$ cat src/rtl/lsu_pkg.sv
// Shared op codes, FSM state encoding and access-size helpers for the load/store unit.
package lsu_pkg;

  typedef enum logic [2:0] {
    LSU_LB  = 3'd0,
    LSU_LH  = 3'd1,
    LSU_LW  = 3'd2,
    LSU_LBU = 3'd3,
    LSU_LHU = 3'd4,
    LSU_SB  = 3'd5,
    LSU_SH  = 3'd6,
    LSU_SW  = 3'd7
  } lsu_op_e;

  typedef enum logic [2:0] {
    ST_IDLE  = 3'd0,
    ST_REQ0  = 3'd1,
    ST_WAIT0 = 3'd2,
    ST_REQ1  = 3'd3,
    ST_WAIT1 = 3'd4,
    ST_RESP  = 3'd5
  } lsu_state_e;

  typedef enum logic [1:0] {
    SZ_BYTE = 2'd0,
    SZ_HALF = 2'd1,
    SZ_WORD = 2'd2
  } lsu_size_e;

  function automatic lsu_size_e opSize(lsu_op_e op);
    case (op)
      LSU_LB, LSU_LBU, LSU_SB: return SZ_BYTE;
      LSU_LH, LSU_LHU, LSU_SH: return SZ_HALF;
      default:                 return SZ_WORD;
    endcase
  endfunction

  function automatic logic isStore(lsu_op_e op);
    return (op == LSU_SB) || (op == LSU_SH) || (op == LSU_SW);
  endfunction

  // Natural alignment: halves on even addresses, words on multiples of four.
  function automatic logic isMisaligned(lsu_op_e op, logic [1:0] off);
    case (opSize(op))
      SZ_HALF: return off[0];
      SZ_WORD: return |off;
      default: return 1'b0;
    endcase
  endfunction

endpackage

$ cat src/rtl/load_store_unit_if.sv
// Word-oriented memory bus between the load/store unit (master) and memory (slave).
interface load_store_unit_if #(parameter int ADDR_W = 32);
  logic              MemReq;
  logic              MemGnt;
  logic              MemWe;
  logic [ADDR_W-1:0] MemAddr;
  logic [3:0]        MemBe;
  logic [31:0]       MemWData;
  logic              MemRValid;
  logic [31:0]       MemRData;

  modport master (
    output MemReq, MemWe, MemAddr, MemBe, MemWData,
    input  MemGnt, MemRValid, MemRData
  );

  modport slave (
    input  MemReq, MemWe, MemAddr, MemBe, MemWData,
    output MemGnt, MemRValid, MemRData
  );
endinterface

$ cat src/rtl/lsu_align.sv
// Combinational lane steering: byte enables and store data per access phase,
// plus load extraction/extension from one or two returned words.
module lsu_align
  import lsu_pkg::*;
(
  input  lsu_op_e     i_Op,
  input  logic [1:0]  i_Offset,
  input  logic        i_Phase,
  input  logic [31:0] i_StoreData,
  input  logic [31:0] i_Word0,
  input  logic [31:0] i_Word1,
  output logic [31:0] o_LoadData,
  output logic [3:0]  o_MemBe,
  output logic [31:0] o_MemWData,
  output logic        o_Cross
);

  logic [3:0]  w_base;
  logic [31:0] w_sdMasked;
  logic [7:0]  w_be8;
  logic [63:0] w_wd64;
  logic [31:0] w_rd;

  always_comb begin
    w_base     = 4'b1111;
    w_sdMasked = i_StoreData;
    case (opSize(i_Op))
      SZ_BYTE: begin w_base = 4'b0001; w_sdMasked = {24'h0, i_StoreData[7:0]};  end
      SZ_HALF: begin w_base = 4'b0011; w_sdMasked = {16'h0, i_StoreData[15:0]}; end
      default: begin w_base = 4'b1111; w_sdMasked = i_StoreData;                end
    endcase
  end

  // Shifting into a double-word view puts lanes that spill past the word into the upper half.
  assign w_be8   = {4'b0000, w_base} << i_Offset;
  assign w_wd64  = {32'h0, w_sdMasked} << {i_Offset, 3'b000};
  assign w_rd    = 32'({i_Word1, i_Word0} >> {i_Offset, 3'b000});

  assign o_MemBe    = i_Phase ? w_be8[7:4]   : w_be8[3:0];
  assign o_MemWData = i_Phase ? w_wd64[63:32] : w_wd64[31:0];
  assign o_Cross    = |w_be8[7:4];

  always_comb begin
    o_LoadData = 32'h0;
    case (i_Op)
      LSU_LB:  o_LoadData = {{24{w_rd[7]}}, w_rd[7:0]};
      LSU_LH:  o_LoadData = {{16{w_rd[15]}}, w_rd[15:0]};
      LSU_LW:  o_LoadData = w_rd;
      LSU_LBU: o_LoadData = {24'h0, w_rd[7:0]};
      LSU_LHU: o_LoadData = {16'h0, w_rd[15:0]};
      default: o_LoadData = 32'h0;
    endcase
  end

endmodule

$ cat src/rtl/load_store_unit.sv
// Load/store unit: one op at a time over a word bus with request/grant and read-valid.
// Define LSU_MISALIGN_SPLIT_EN to execute misaligned ops (split across words); otherwise they fault.
module load_store_unit
  import lsu_pkg::*;
#(
  parameter int ADDR_W = 32
) (
  input  logic              clk,
  input  logic              rst_n,
  input  logic              ReqValid,
  output logic              ReqReady,
  input  logic [2:0]        DataMemControl,
  input  logic [ADDR_W-1:0] Addr,
  input  logic [31:0]       StoreData,
  output logic              RespValid,
  output logic [31:0]       LoadData,
  output logic              AccessFault,
  load_store_unit_if.master mem
);

`ifdef LSU_MISALIGN_SPLIT_EN
  localparam logic SplitEn = 1'b1;
`else
  localparam logic SplitEn = 1'b0;
`endif

  lsu_state_e        r_state;
  lsu_op_e           r_op;
  logic [ADDR_W-1:0] r_addr;
  logic [31:0]       r_sd;
  logic [31:0]       r_word0;
  logic              r_cross;
  logic              r_ReqReady;
  logic              r_RespValid;
  logic [31:0]       r_LoadData;
  logic              r_AccessFault;
  logic              r_MemReq;
  logic              r_MemWe;
  logic [ADDR_W-1:0] r_MemAddr;
  logic [3:0]        r_MemBe;
  logic [31:0]       r_MemWData;

  logic              w_idle;
  lsu_op_e           w_op;
  logic [1:0]        w_off;
  logic [31:0]       w_sd;
  logic [31:0]       w_word0;
  logic [31:0]       w_word1;
  logic [31:0]       w_LoadData;
  logic [3:0]        w_be;
  logic [31:0]       w_wdata;
  logic              w_cross;
  logic              w_fault;
  logic [ADDR_W-1:0] w_wordAddr;
  logic [ADDR_W-1:0] w_nextAddr;

  // In IDLE the aligner sees the incoming request so the first access can issue on accept.
  assign w_idle     = (r_state == ST_IDLE);
  assign w_op       = w_idle ? lsu_op_e'(DataMemControl) : r_op;
  assign w_off      = w_idle ? Addr[1:0] : r_addr[1:0];
  assign w_sd       = w_idle ? StoreData : r_sd;
  assign w_word0    = (r_state == ST_WAIT1) ? r_word0 : mem.MemRData;
  assign w_word1    = (r_state == ST_WAIT1) ? mem.MemRData : 32'h0;
  assign w_fault    = isMisaligned(w_op, w_off) && !SplitEn;
  assign w_wordAddr = {Addr[ADDR_W-1:2], 2'b00};
  assign w_nextAddr = {r_addr[ADDR_W-1:2], 2'b00} + ADDR_W'(4);

  lsu_align u_align (
    .i_Op        (w_op),
    .i_Offset    (w_off),
    .i_Phase     (!w_idle),
    .i_StoreData (w_sd),
    .i_Word0     (w_word0),
    .i_Word1     (w_word1),
    .o_LoadData  (w_LoadData),
    .o_MemBe     (w_be),
    .o_MemWData  (w_wdata),
    .o_Cross     (w_cross)
  );

  always_ff @(posedge clk or negedge rst_n) begin
    if (!rst_n) begin
      r_state       <= ST_IDLE;
      r_op          <= LSU_LB;
      r_addr        <= '0;
      r_sd          <= 32'h0;
      r_word0       <= 32'h0;
      r_cross       <= 1'b0;
      r_ReqReady    <= 1'b1;
      r_RespValid   <= 1'b0;
      r_LoadData    <= 32'h0;
      r_AccessFault <= 1'b0;
      r_MemReq      <= 1'b0;
      r_MemWe       <= 1'b0;
      r_MemAddr     <= '0;
      r_MemBe       <= 4'h0;
      r_MemWData    <= 32'h0;
    end else begin
      r_RespValid <= 1'b0;
      case (r_state)
        ST_IDLE: begin
          if (ReqValid) begin
            r_op          <= w_op;
            r_addr        <= Addr;
            r_sd          <= StoreData;
            r_cross       <= w_cross & SplitEn;
            r_ReqReady    <= 1'b0;
            r_AccessFault <= w_fault;
            r_LoadData    <= 32'h0;
            if (w_fault) begin
              r_state     <= ST_RESP;
              r_RespValid <= 1'b1;
            end else begin
              r_state    <= ST_REQ0;
              r_MemReq   <= 1'b1;
              r_MemWe    <= isStore(w_op);
              r_MemAddr  <= w_wordAddr;
              r_MemBe    <= w_be;
              r_MemWData <= isStore(w_op) ? w_wdata : 32'h0;
            end
          end
        end
        ST_REQ0, ST_REQ1: begin
          if (mem.MemGnt) begin
            r_MemReq   <= 1'b0;
            r_MemWe    <= 1'b0;
            r_MemAddr  <= '0;
            r_MemBe    <= 4'h0;
            r_MemWData <= 32'h0;
            if (!isStore(r_op)) begin
              r_state <= (r_state == ST_REQ0) ? ST_WAIT0 : ST_WAIT1;
            end else if ((r_state == ST_REQ0) && r_cross) begin
              r_state    <= ST_REQ1;
              r_MemReq   <= 1'b1;
              r_MemWe    <= 1'b1;
              r_MemAddr  <= w_nextAddr;
              r_MemBe    <= w_be;
              r_MemWData <= w_wdata;
            end else begin
              r_state     <= ST_RESP;
              r_RespValid <= 1'b1;
            end
          end
        end
        ST_WAIT0: begin
          if (mem.MemRValid) begin
            if (r_cross) begin
              r_word0   <= mem.MemRData;
              r_state   <= ST_REQ1;
              r_MemReq  <= 1'b1;
              r_MemWe   <= 1'b0;
              r_MemAddr <= w_nextAddr;
              r_MemBe   <= w_be;
            end else begin
              r_LoadData  <= w_LoadData;
              r_state     <= ST_RESP;
              r_RespValid <= 1'b1;
            end
          end
        end
        ST_WAIT1: begin
          if (mem.MemRValid) begin
            r_LoadData  <= w_LoadData;
            r_state     <= ST_RESP;
            r_RespValid <= 1'b1;
          end
        end
        ST_RESP: begin
          r_state    <= ST_IDLE;
          r_ReqReady <= 1'b1;
        end
        default: begin
          r_state    <= ST_IDLE;
          r_ReqReady <= 1'b1;
        end
      endcase
    end
  end

  assign ReqReady     = r_ReqReady;
  assign RespValid    = r_RespValid;
  assign LoadData     = r_LoadData;
  assign AccessFault  = r_AccessFault;
  assign mem.MemReq   = r_MemReq;
  assign mem.MemWe    = r_MemWe;
  assign mem.MemAddr  = r_MemAddr;
  assign mem.MemBe    = r_MemBe;
  assign mem.MemWData = r_MemWData;

endmodule

$ cat src/flat_wrapper.sv
// flat-port wrapper written by rule: the top's interface ports become plain ports
module load_store_unit_flat import lsu_pkg::*;
#(
  parameter int ADDR_W = 32
)
  (clk, rst_n, ReqValid, ReqReady, DataMemControl, Addr, StoreData, RespValid, LoadData, AccessFault, mem_MemReq, mem_MemWe, mem_MemAddr, mem_MemBe, mem_MemWData, mem_MemGnt, mem_MemRValid, mem_MemRData);
  load_store_unit_if #(.ADDR_W(ADDR_W)) mem_i ();
  input  logic clk;
  input  logic rst_n;
  input  logic ReqValid;
  output logic ReqReady;
  input  logic [2:0] DataMemControl;
  input  logic [ADDR_W-1:0] Addr;
  input  logic [31:0] StoreData;
  output logic RespValid;
  output logic [31:0] LoadData;
  output logic AccessFault;
  output wire logic [$bits(mem_i.MemReq)-1:0] mem_MemReq;
  output wire logic [$bits(mem_i.MemWe)-1:0] mem_MemWe;
  output wire logic [$bits(mem_i.MemAddr)-1:0] mem_MemAddr;
  output wire logic [$bits(mem_i.MemBe)-1:0] mem_MemBe;
  output wire logic [$bits(mem_i.MemWData)-1:0] mem_MemWData;
  input wire logic [$bits(mem_i.MemGnt)-1:0] mem_MemGnt;
  input wire logic [$bits(mem_i.MemRValid)-1:0] mem_MemRValid;
  input wire logic [$bits(mem_i.MemRData)-1:0] mem_MemRData;
  assign mem_MemReq = mem_i.MemReq;
  assign mem_MemWe = mem_i.MemWe;
  assign mem_MemAddr = mem_i.MemAddr;
  assign mem_MemBe = mem_i.MemBe;
  assign mem_MemWData = mem_i.MemWData;
  assign mem_i.MemGnt = mem_MemGnt;
  assign mem_i.MemRValid = mem_MemRValid;
  assign mem_i.MemRData = mem_MemRData;
  load_store_unit #(.ADDR_W(ADDR_W)) u_core (.clk(clk), .rst_n(rst_n), .ReqValid(ReqValid), .ReqReady(ReqReady), .DataMemControl(DataMemControl), .Addr(Addr), .StoreData(StoreData), .RespValid(RespValid), .LoadData(LoadData), .AccessFault(AccessFault), .mem(mem_i));
endmodule
$ cat config.mk
export PLATFORM = sky130hd
export DESIGN_NAME = load_store_unit_flat
export DESIGN_NICKNAME = d
export VERILOG_FILES = /design/src/rtl/lsu_pkg.sv /design/src/rtl/load_store_unit_if.sv /design/src/rtl/lsu_align.sv /design/src/rtl/load_store_unit.sv /design/src/flat_wrapper.sv
export SDC_FILE = /design/constraint.sdc
export NUM_CORES = 1
export LEC_CHECK = 0
export BUFFER_PORTS_ARGS = -buffer_cell sky130_fd_sc_hd__buf_2
export CELL_PAD_IN_SITES_DETAIL_PLACEMENT = 1
export CELL_PAD_IN_SITES_GLOBAL_PLACEMENT = 1
export CORE_MARGIN = 10
export CORE_UTILIZATION = 37
export DETAILED_ROUTE_END_ITERATION = 10
export HOLD_SLACK_MARGIN = 0.05
export PLACE_DENSITY = 0.79
export SLEW_MARGIN = 5
export SYNTH_ARGS = -nofsm -noshare
export SYNTH_HDL_FRONTEND = slang
export SYNTH_SLANG_ARGS = --single-unit
export TNS_END_PERCENT = 10
$ cat constraint.sdc
create_clock -name clk -period 2 [get_ports clk]
set_input_delay 0.4 -clock clk [delete_from_list [all_inputs] [get_ports clk]]
set_output_delay 0.4 -clock clk [all_outputs]
set_load 0.1 [all_outputs]
==> implementation parameters <==
Parameter                              Value

Synthesis
  Fraction of synthesized cell area taken by the top area cell type    0.4607
  Cell types occupying the most area after synthesis    sky130_fd_sc_hd__dfrtp_1 (46%), sky130_fd_sc_hd__mux2i_1 (7.3%), sky130_fd_sc_hd__mux2_2 (5.3%)
  Post-synthesis sequential area ratio    0.4641
  Cell count after synthesis    734
  Post-synth cell types    64
  Async set-reset flop share out of synthesis    1.000
  Cell area after technology mapping    0.007714 mm2
  Top cell type by total area after synthesis    sky130_fd_sc_hd__dfrtp_1
  Flip-flop cell with the highest count after synthesis    sky130_fd_sc_hd__dfrtp_1
  EDFF count, synth    0
  Mean Syn Cell Area    roughly 11 um2
  Post-synthesis sequential element count    143
  Yosys warnings    0

Floorplanning
  Area enclosed by the die boundary    0.02702 mm2
  Number of rows in the core area    52
  Starting Density    0.3788
  Core Box Area    0.02036 mm2
  Die X-Extent    164.4 um
  Number of ports placed on the die boundary    209
  Die Y-Extent    164.4 um

Worst setup path
  Critical Path Source Type    flip-flop
  Critical path capture point type    flip-flop
  Cell-by-cell listing of the critical path    buf_4 -> or3_4 -> buf_6 -> buf_12 -> a211oi_1 -> a21oi_1 -> o22ai_2 -> o31ai_2
  Slowest cell on the critical path    sky130_fd_sc_hd__or3_4
  Data arrival time of the critical path    2.57 ns
  Buf+Inv Stages, Crit Path    3
  Worst flop-to-flop path startpoint    u_core.r_state[2]$_DFFE_PN0P_
  Family with the most delay on the worst path    compound AO/OA/AOI/OAI gates
  Required time worst endpoint    2.30 ns
  R2R Path End    u_core.mem.MemWData[27]$_DFFE_PN0P_
  Path depth of the worst reg2reg path    8
  Startpoint-to-endpoint class of the critical path    flip-flop to flip-flop
  Top fanout value on the critical path    37
  Worst stage delay on the critical path    between 0.4 and 0.5 ns
  Worst R2R Setup Slack    -0.27 ns

Timing
  Slew of the pin with the lowest slew margin    0.5408 ns
  Final critical-path setup slack    -0.2750 ns
  Setup TNS    -12.08 ns
  Max-slew violation total from the final report    0
  Number of endpoints failing setup at the final stage    ~130
  Max Clock Freq    approximately 440 MHz
  Final min period    ~2.3 ns
  RSZ-0062 raised after global routing    yes
  Period utilization    1.137
  Worst clock skew    0.01245 ns
  Hold Vio Cnt, Final    0
  Headroom to the max-slew limit    0.6395

Place
  HPWL Detailed    about 22000 um
  Number of port buffers    206
  Final GP Congestion    0.9045
  Number of placed instances, taps included    1244
  Post-Place Worst Slack    -0.3204 ns

Cells and area
  Fraction of final layout cells with drive strength greater than 1    0.4878
  Area Overhead vs Synth    42.34%
  Most common cell after layout, fill and taps aside    sky130_fd_sc_hd__buf_2
  Top library cells by usage in the layout, fill and taps aside    sky130_fd_sc_hd__buf_2 (205), sky130_fd_sc_hd__dfrtp_1 (140), sky130_fd_sc_hd__nand2_1 (94), sky130_fd_sc_hd__buf_4 (77), sky130_fd_sc_hd__a22o_1 (45)
  Fin util    0.5391
  Fillcell total    2264
  Total area of multi-input combinational cells    approximately 0.0043 mm2
  FF/Latch Area    0.003582 mm2
  Final Non-Filler Cells    1296
  Final Net Count    1113

Worst hold path
  Worst hold path stage count    2
  Terminating pin of the worst hold path    u_core.mem.MemAddr[18]$_DFFE_PN0P_
  Min-delay worst type    input port to flip-flop
  Worst Min Path Start    Addr[18]

Status
  Violated checks    setup timing
  Outcome    complete, but fails checks

Global route
  Global-route wire length before repair    48470 um
  Vias in the first global route    8067
  GRT Residual Overflow    0
  Pin count of the biggest net entering global routing    52
  Number of antenna violations at the first check in global routing    4
  All-layer global routing usage    0.2300

CTS
  Clock-pin slew on the worst setup and hold paths    0.06 ns
  Clk_lat worst skew    0.43 ns
  Bufs on Longest Clock Path    2
  Cts bufs inserted    17
  H-tree depth reported by CTS    4
  Root Driver    sky130_fd_sc_hd__clkbuf_16
  Clock tree from TritonCTS    done
  Count of clock tree sinks    143

Drt
  Routed WL    32970 um
  Routed vias/inst    slightly below 6
  DR pass1 iterations    5
  Iteration-0 DRC Markers    708
  Post-route DRC violation count    0
  Residual antenna-violating net count after detailed routing    0
  Average routed wire per standard cell    approximately 25 um
  Vias after detailed routing    7531

Run
  Max-cap viol count    0
## logic make-up after synthesis
| kind of cell | after synthesis | share of synthesized area |
|---|---|---|
| multiplexers | 102 | 0.1502 |
| buffers and inverters | 75 | 0.04558 |
| AND/OR/NAND/NOR | 180 | 0.1110 |
| XOR/XNOR | 5 | 0.005677 |
| other | 1 | 0.0004862 |
| AO/OA/AOI/OAI | 228 | 0.2230 |
| flip-flops | 143 | 0.4641 |
## worst max-delay path by stage
stage / startpoint / slack (ns) / end / cells past startpoint
2_1_floorplan: u_core.r_state[1]$_DFFE_PN0P_ / -0.06 / u_core.LoadData[0]$_DFFE_PN0P_ / 6
6_report: u_core.r_state[2]$_DFFE_PN0P_ / -0.27 / u_core.mem.MemWData[27]$_DFFE_PN0P_ / 8
3_5_place_dp: u_core.r_state[0]$_DFFE_PN0P_ / -0.32 / u_core.mem.MemWData[17]$_DFFE_PN0P_ / 7
4_1_cts: u_core.r_state[2]$_DFFE_PN0P_ / -0.18 / u_core.mem.MemWData[31]$_DFFE_PN0P_ / 7
5_1_grt: u_core.r_state[2]$_DFFE_PN0P_ / -0.30 / u_core.mem.MemWData[27]$_DFFE_PN0P_ / 8
3_3_place_gp: u_core.r_state[0]$_DFFE_PN0P_ / -0.24 / u_core.mem.MemWData[17]$_DFFE_PN0P_ / 7
## routing by layer
metal  share of wire  wire length [um]  global-route usage  vias up
met2            0.49             16280              0.3794      349
met4           0.035              1143              0.1031        2
met1            0.40             13290              0.2857     3809
met3           0.068              2238             0.04680       83
met5         0.00039                13                   0        -
li1                -                 -                   -     3288
## registers in the layout, indices dropped and copies added, names as in the netlist, 2 cells and up
name / count
u_core.mem.MemBe: 4
u_core.mem.MemWData: 32
u_core.r_op: 3
u_core.r_state: 3
u_core.LoadData: 32
u_core.r_sd: 32
u_core.r_addr: 2
u_core.mem.MemAddr: 30
## Yosys cell counts, types with 3 or more instances
library cell,count
sky130_fd_sc_hd__dfrtp_1,142
sky130_fd_sc_hd__nand2_1,99
sky130_fd_sc_hd__mux2i_1,56
sky130_fd_sc_hd__a22o_1,46
sky130_fd_sc_hd__mux2_2,36
sky130_fd_sc_hd__nor2_1,36
sky130_fd_sc_hd__a21oi_1,35
sky130_fd_sc_hd__clkbuf_1,35
sky130_fd_sc_hd__o21ai_0,32
sky130_fd_sc_hd__o31ai_1,18
sky130_fd_sc_hd__buf_2,17
sky130_fd_sc_hd__o211ai_2,12
sky130_fd_sc_hd__inv_1,11
sky130_fd_sc_hd__a22oi_1,9
sky130_fd_sc_hd__a2bb2oi_1,9
sky130_fd_sc_hd__a31oi_1,9
sky130_fd_sc_hd__nor2b_1,9
sky130_fd_sc_hd__a211oi_1,8
sky130_fd_sc_hd__a32o_1,8
sky130_fd_sc_hd__o211ai_1,8
sky130_fd_sc_hd__o22a_1,8
sky130_fd_sc_hd__o22ai_1,8
sky130_fd_sc_hd__mux4_2,6
sky130_fd_sc_hd__nand3_2,6
sky130_fd_sc_hd__buf_6,5
sky130_fd_sc_hd__nand3b_1,5
sky130_fd_sc_hd__buf_1,4
sky130_fd_sc_hd__or2_2,4
sky130_fd_sc_hd__or3_1,4
sky130_fd_sc_hd__xor2_1,4
sky130_fd_sc_hd__a21o_1,3
sky130_fd_sc_hd__buf_4,3
## metrics by stage
step / hold WS (ns) / cell area (um2)
after floorplan: 0.1044 / 7767
after global placement: 0.3917 / 9728
after detailed placement: 0.3983 / 9728
after CTS: 0.1955 / 10770
after global routing: 0.2014 / 10980
final: 0.2091 / 10980
## final cells by class
type | instances | share of cell area
antenna | 5 | 0.001140
clock buffer | 22 | 0.04319
clock inverter | 9 | 0.009914
inverter | 11 | 0.003761
multi-input combinational | 518 | 0.3899
sequential | 143 | 0.3263
tap | 270 | 0.03077
timing repair buffer | 318 | 0.1951
## repair_timing
| action | 4_1_cts | 5_1_grt |
|---|---|---|
| hold buffers | 1 | 0 |
| resized for setup | 82 | 50 |
| cloned | 3 | 0 |
| buffers inserted | 11 | 1 |
| pin swaps | 31 | 29 |
| setup endpoints to repair | 135 | 138 |
| hold endpoints to repair | 46 | 0 |
Power is left out: the tool's default activity adds up to more than one toggle a clock period on the data nets, which glitch-free logic cannot reach.
